$ cat src/rtl/rad_tgl_sched_pkg.sv
// Shared types and helpers for the toggle-handshake event scheduler.
package rad_tgl_sched_pkg;

    typedef enum logic [1:0] {
        ST_IDLE     = 2'd0,
        ST_WAIT_ACK = 2'd1,
        ST_DRAIN    = 2'd2
    } tgl_sched_state_e;

    // Requester index width, never narrower than one bit.
    function automatic int calc_id_w(input int n);
        return (n <= 2) ? 1 : $clog2(n);
    endfunction

endpackage

$ cat src/rtl/rad_pulse_gen.sv
// Registers a level and flags any change of it as a one-cycle pulse.
module rad_pulse_gen (
    input  logic clk,
    input  logic rst_n,
    input  logic d_i,
    output logic q_o,
    output logic pulse_o
);

    logic q_q;

    always_ff @(posedge clk or negedge rst_n) begin
        if (!rst_n) begin
            q_q <= 1'b0;
        end else begin
            q_q <= d_i;
        end
    end

    assign q_o     = q_q;
    assign pulse_o = q_q ^ d_i;

endmodule

$ cat src/rtl/rad_tgl_event_sched.sv
// Round-robin source scheduler for a shared toggle-handshake event channel.
// state    | meaning
// IDLE     | grant a requester when the channel is quiescent
// WAIT_ACK | event launched, waiting for the matching ack toggle
// DRAIN    | timed out, waiting for the late ack before reuse
module rad_tgl_event_sched
    import rad_tgl_sched_pkg::*;
#(
    parameter  int N_REQ   = 4,
    parameter  int DATA_W  = 8,
    parameter  int TIMEOUT = 64,
    localparam int ID_W    = calc_id_w(N_REQ)
) (
    input  logic                    clk,
    input  logic                    rst_n,
    input  logic [N_REQ-1:0]        req_valid,
    input  logic [N_REQ*DATA_W-1:0] req_data,
    output logic [N_REQ-1:0]        req_ready,
    output logic                    tx_tgl,
    output logic [DATA_W-1:0]       tx_data,
    output logic [ID_W-1:0]         tx_id,
    input  logic                    ack_tgl_sync,
    output logic                    busy,
    output logic                    timeout_err
);

    localparam int              CNT_W    = (TIMEOUT < 1) ? 1 : $clog2(TIMEOUT + 1);
    localparam bit              TO_EN    = (TIMEOUT != 0);
    localparam logic [CNT_W-1:0] CNT_LAST = CNT_W'((TIMEOUT > 0) ? TIMEOUT - 1 : 0);
    localparam logic [CNT_W-1:0] CNT_MAX  = '1;

    tgl_sched_state_e  state_q, state_d;
    logic              tx_tgl_q, tx_tgl_d;
    logic [DATA_W-1:0] tx_data_q, tx_data_d;
    logic [ID_W-1:0]   tx_id_q, tx_id_d;
    logic [ID_W-1:0]   rr_ptr_q, rr_ptr_d;
    logic [CNT_W-1:0]  cnt_q, cnt_d;
    logic              err_q, err_d;

    logic              ack_q, ack_pulse, ack_match;
    logic              quiescent, xfer;
    logic [ID_W-1:0]   grant_idx;
    logic [N_REQ-1:0]  grant_oh;

    function automatic logic [ID_W-1:0] rr_pick(input logic [N_REQ-1:0] valid,
                                                input logic [ID_W-1:0]  ptr);
        logic found;
        int   j;
        rr_pick = '0;
        found   = 1'b0;
        for (int i = 0; i < N_REQ; i++) begin
            j = int'(ptr) + i;
            if (j >= N_REQ) j = j - N_REQ;
            if (!found && valid[j]) begin
                rr_pick = ID_W'(j);
                found   = 1'b1;
            end
        end
    endfunction

    rad_pulse_gen u_ack_edge (
        .clk     (clk),
        .rst_n   (rst_n),
        .d_i     (ack_tgl_sync),
        .q_o     (ack_q),
        .pulse_o (ack_pulse)
    );

    // An edge whose previous level differs from tx_tgl lands on tx_tgl, i.e. a real ack.
    assign ack_match = ack_pulse && (ack_q != tx_tgl_q);
    assign quiescent = (ack_tgl_sync == tx_tgl_q);
    assign grant_idx = rr_pick(req_valid, rr_ptr_q);

    always_comb begin
        grant_oh = '0;
        if (state_q == ST_IDLE && quiescent && (|req_valid)) grant_oh[grant_idx] = 1'b1;
    end

    assign xfer = |(req_valid & grant_oh);

    always_comb begin
        state_d   = state_q;
        tx_tgl_d  = tx_tgl_q;
        tx_data_d = tx_data_q;
        tx_id_d   = tx_id_q;
        rr_ptr_d  = rr_ptr_q;
        cnt_d     = cnt_q;
        err_d     = 1'b0;
        case (state_q)
            ST_IDLE: begin
                if (xfer) begin
                    tx_tgl_d  = ~tx_tgl_q;
                    tx_data_d = req_data[grant_idx*DATA_W +: DATA_W];
                    tx_id_d   = grant_idx;
                    cnt_d     = '0;
                    rr_ptr_d  = (grant_idx == ID_W'(N_REQ - 1)) ? '0 : grant_idx + ID_W'(1);
                    state_d   = ST_WAIT_ACK;
                end
            end
            ST_WAIT_ACK: begin
                if (ack_match) begin
                    state_d = ST_IDLE;
                end else begin
                    if (cnt_q != CNT_MAX) cnt_d = cnt_q + CNT_W'(1);
                    if (TO_EN && cnt_q == CNT_LAST) begin
                        state_d = ST_DRAIN;
                        err_d   = 1'b1;
                    end
                end
            end
            ST_DRAIN: begin
                if (quiescent) state_d = ST_IDLE;
            end
            default: state_d = ST_IDLE;
        endcase
    end

    always_ff @(posedge clk or negedge rst_n) begin
        if (!rst_n) begin
            state_q   <= ST_IDLE;
            tx_tgl_q  <= 1'b0;
            tx_data_q <= '0;
            tx_id_q   <= '0;
            rr_ptr_q  <= '0;
            cnt_q     <= '0;
            err_q     <= 1'b0;
        end else begin
            state_q   <= state_d;
            tx_tgl_q  <= tx_tgl_d;
            tx_data_q <= tx_data_d;
            tx_id_q   <= tx_id_d;
            rr_ptr_q  <= rr_ptr_d;
            cnt_q     <= cnt_d;
            err_q     <= err_d;
        end
    end

    assign req_ready   = grant_oh;
    assign tx_tgl      = tx_tgl_q;
    assign tx_data     = tx_data_q;
    assign tx_id       = tx_id_q;
    assign busy        = (state_q != ST_IDLE);
    assign timeout_err = err_q;

endmodule
$ cat config.mk
export PLATFORM = sky130hd
export DESIGN_NAME = rad_tgl_event_sched
export DESIGN_NICKNAME = d
export VERILOG_FILES = /design/src/rtl/rad_tgl_sched_pkg.sv /design/src/rtl/rad_pulse_gen.sv /design/src/rtl/rad_tgl_event_sched.sv
export SDC_FILE = /design/constraint.sdc
export NUM_CORES = 1
export LEC_CHECK = 0
export CAP_MARGIN = 20
export CORE_MARGIN = 2
export CORE_UTILIZATION = 45
export CTS_BUF_LIST = sky130_fd_sc_hd__clkbuf_8
export CTS_CLUSTER_DIAMETER = 120
export DETAILED_ROUTE_END_ITERATION = 10
export MAX_ROUTING_LAYER = met4
export PLACE_DENSITY = 0.91
export SYNTH_ARGS = -nofsm -noshare
export SYNTH_HDL_FRONTEND = slang
export SYNTH_SLANG_ARGS = --single-unit
$ cat constraint.sdc
create_clock -name clk -period 2.69 [get_ports clk]
set_clock_uncertainty 0.2 [all_clocks]
set_input_delay 0.538 -clock clk [delete_from_list [all_inputs] [get_ports clk]]
set_output_delay 0.538 -clock clk [all_outputs]
set_load 0.1 [all_outputs]
==> results.ini <==
[place]
placed_cells=256
io_buffers=55
place.gp.congestion=0.8801
hpwl_um=3184
placed_area_mm2=0.002188

[critical_path]
cpPeakStageDelay_ns=0.25
cp-end-kind=output pin
worstReg2RegStart=rr_ptr_q[1]
arrival_ns=1.87
endpoint=req_ready[2]
crit_chain=dlygate4sd2_1 -> buf_4 -> a21oi_2 -> o21a_1 -> o22ai_2 -> buf_4 -> nor3_4 -> buf_12
crit_top_cell=buf_4
crit_path_top_delay_cell=dlygate4sd2_1
rr_endpoint=tx_data[2]
r2r_slack_ns=0.44
path_max_fanout=4
r2r_cells=6
worstSetupPathType=primary input to output pin
critPathLaunch=req_valid[1]
cp-start-kind=primary input
crit_required_ns=1.95

[yosys]
syn-mean-instance-area_um2=9.959
yosysUniqueCellTypes=42
synthesis.nets=188
synthCells=148
ys_seq_area_share_pct=40.75
syn_area_mm2=0.001474
ys_ff_latch=24
yosysWarnings=0

[floorplanning]
die_x_um=61.23
rows=20
die-area_mm2=0.003749
initial_core_util_pct=47.89
core-area_mm2=0.003078
boundaryPins=56
die_y_um=61.23

[finish]
final_nets=257
drive_gt1_share_pct=28.70
finalNonFillerCells=260
diodes=0
syn2layout_area_growth_pct=53.65
fin_area_mm2=0.002265
final_core_util_pct=73.58

[clock_network]
postCtsSetupBuffers=0
ctsLongestPathBuffers=2
cts_root_buffer=clkbuf_8
insertion_delay_ns=0.27
cts_buffers=3
h-tree-depth=1
clkSlewWorstSetupHoldPaths_ns=0.09
cts_tree=built
cts_sinks=24

[sta]
rsz0062_at_grt=false
fmax_mhz=383.6
setup_viol=0
worst_slew_pin_slew_ns=0.8246
relSlewSlack_pct=44.85
maxSlewViolCount=0
period_needed_ns=2.607
fin_crit_sh_pct=96.91
report.final.hold_viol_count=0

[drt]
vias=1418
drtPass1Iterations=4
drc=0
wl_per_cell_um=15.28
ant_nets=0
postRouteWirelength_um=3972
routed_via_density=5.454
drtIter0Drc=50

[power]
power_mw=2.701
total_leakage_power_nw=1.061
powerDensity_mw_per_mm2=1192
ir_drop_v=0.0008010

[hold_path]
worstHoldStart=tx_id[1]
hold_path_class=flip-flop to flip-flop

[grt]
grt_usage_pct=23.77
antenna_found_initial=0
grt_remaining_overflow=0
grt_pass1_vias=1520
grt_pass1_wl_um=6327
grt_start_max_net_pins=18

[flow_run]
drv_cap=0

[run_status]
status=finished, final reports clean

==> cell type report <==
type	instances	area (µm²)
clock buffers	4	55.05
inverters	12	45.04
fillers	218	813.3
multi-input cells	105	833.3
repair buffers	71	671.9
flip-flops and latches	24	604.3
well taps	44	55.05
==> layer usage <==
layer | routed length (µm) | up-vias | GRT usage, %
met1 | 1549 | 675 | 24.31
met5 | 0 | - | -
met4 | 70 | 0 | 8.696
met3 | 258 | 10 | 6.513
met2 | 2093 | 64 | 43.01
li1 | - | 669 | -
==> registers in the layout, summed over array words and instances, names as in the netlist <==
| name | flops |
|---|---|
| timeout_err | 1 |
| u_ack_edge.q_o | 1 |
| tx_id | 2 |
| tx_data | 8 |
| tx_tgl | 1 |
| cnt_q | 7 |
| state_q | 2 |
| rr_ptr_q | 2 |
==> logic make-up (layout without fill, tap and decap cells) <==
kind of cell | Yosys count | count (layout) | synth area share, %
and+or+nand+nor | 43 | 43 | 16.05
buffers and inverters | 19 | 87 | 6.706
adders and majority gates | 1 | 1 | 0.8488
DFF | 24 | 24 | 40.75
AOI/OAI and AO/OA | 49 | 49 | 25.04
muxes | 9 | 9 | 8.829
xor gates and xnor gates | 3 | 3 | 1.783
==> critical path: cells and delay by family <==
family          cells  cell delay [ns]
compound gates      3             0.39
simple gates        1             0.16
buf+inv             4             0.77
==> power breakdown <==
group	switching (mW)	internal [mW]
sequential	0.124	0.502
combinational	1.21	0.608
clock	0.124	0.131
total	1.46	1.24
==> cell usage after synthesis <==
master / instances / area (µm²)
buf_6: 3 / 33.78
nor2_1: 6 / 22.52
or3_1: 1 / 6.260
xnor2_1: 2 / 17.52
nor4_1: 1 / 6.260
or2_1: 2 / 12.51
buf_2: 1 / 5.000
o211a_1: 8 / 80.08
nor3b_1: 1 / 7.510
ha_1: 1 / 12.51
mux2i_1: 1 / 10.01
and4_1: 1 / 8.760
and2_1: 1 / 6.260
a21o_1: 2 / 15.01
dfrtp_1: 24 / 600.6
o21ai_0: 16 / 80.08
a21boi_0: 1 / 7.510
o211ai_1: 8 / 60.06
a211o_1: 1 / 8.760
a221o_1: 1 / 10.01
a31o_2: 1 / 8.760
a21oi_1: 2 / 10.01
inv_1: 12 / 45.04
o21a_1: 2 / 15.01
and3_1: 4 / 25.02
a21boi_1: 1 / 7.510
o22ai_1: 1 / 6.260
o221a_2: 1 / 11.26
nand2b_1: 11 / 68.82
nor4b_1: 1 / 8.760
xor2_1: 1 / 8.760
or2_2: 1 / 6.260
o31ai_1: 2 / 15.01
nand2_1: 7 / 26.28
mux2_4: 8 / 120.1
nor3_1: 3 / 15.01
o32ai_4: 1 / 27.53
clkbuf_1: 2 / 7.510
buf_4: 1 / 7.510
nand3_1: 2 / 10.01
a31oi_1: 1 / 6.260
nor2b_1: 1 / 6.260
==> what timing repair did <==
item / CTS / global route
gates resized for setup: 10 / 1
pin swaps: 3 / 0
hold buffers: 0 / 0
endpoints found under the setup margin: 4 / 2
==> through the flow <==
step	worst slack [ns]	setup TNS (ns)	hold slack, ns
after CTS	0.06627	0	0.3007
after detailed placement	-0.2284	-1.250	0.2723
final	0.08318	0	0.3032
after global placement	-0.1362	-0.4218	0.2658
after floorplan	-0.2314	-0.2314	0.04241
after global routing	0.004213	0	0.3223
==> layout by cell type (no fill, tap or decap), drive strengths merged, types with 2 or more instances in the layout <==
cell type	count
a21boi	2
mux2	8
o31ai	2
clkbuf	4
clkdlybuf4s50	33
buf	33
nand3	2
nor3	3
a21oi	2
o211a	8
nand2	7
dlygate4sd2	5
inv	12
and3	4
o211ai	8
nand2b	11
o21ai	16
nor2	6
xnor2	2
or2	3
o21a	2
a21o	2
dfrtp	24
==> how the worst min path moves through the flow <==
stage	end	slack, ns	cells after the start
5_1_grt	timeout_err	0.32	1
6_report	tx_id[1]	0.30	1
2_1_floorplan	cnt_q[0]	0.04	0
3_5_place_dp	tx_id[1]	0.27	1
4_1_cts	tx_id[1]	0.30	1
3_3_place_gp	tx_id[0]	0.27	2
No activity file was read; power rests on OpenSTA's default activity.
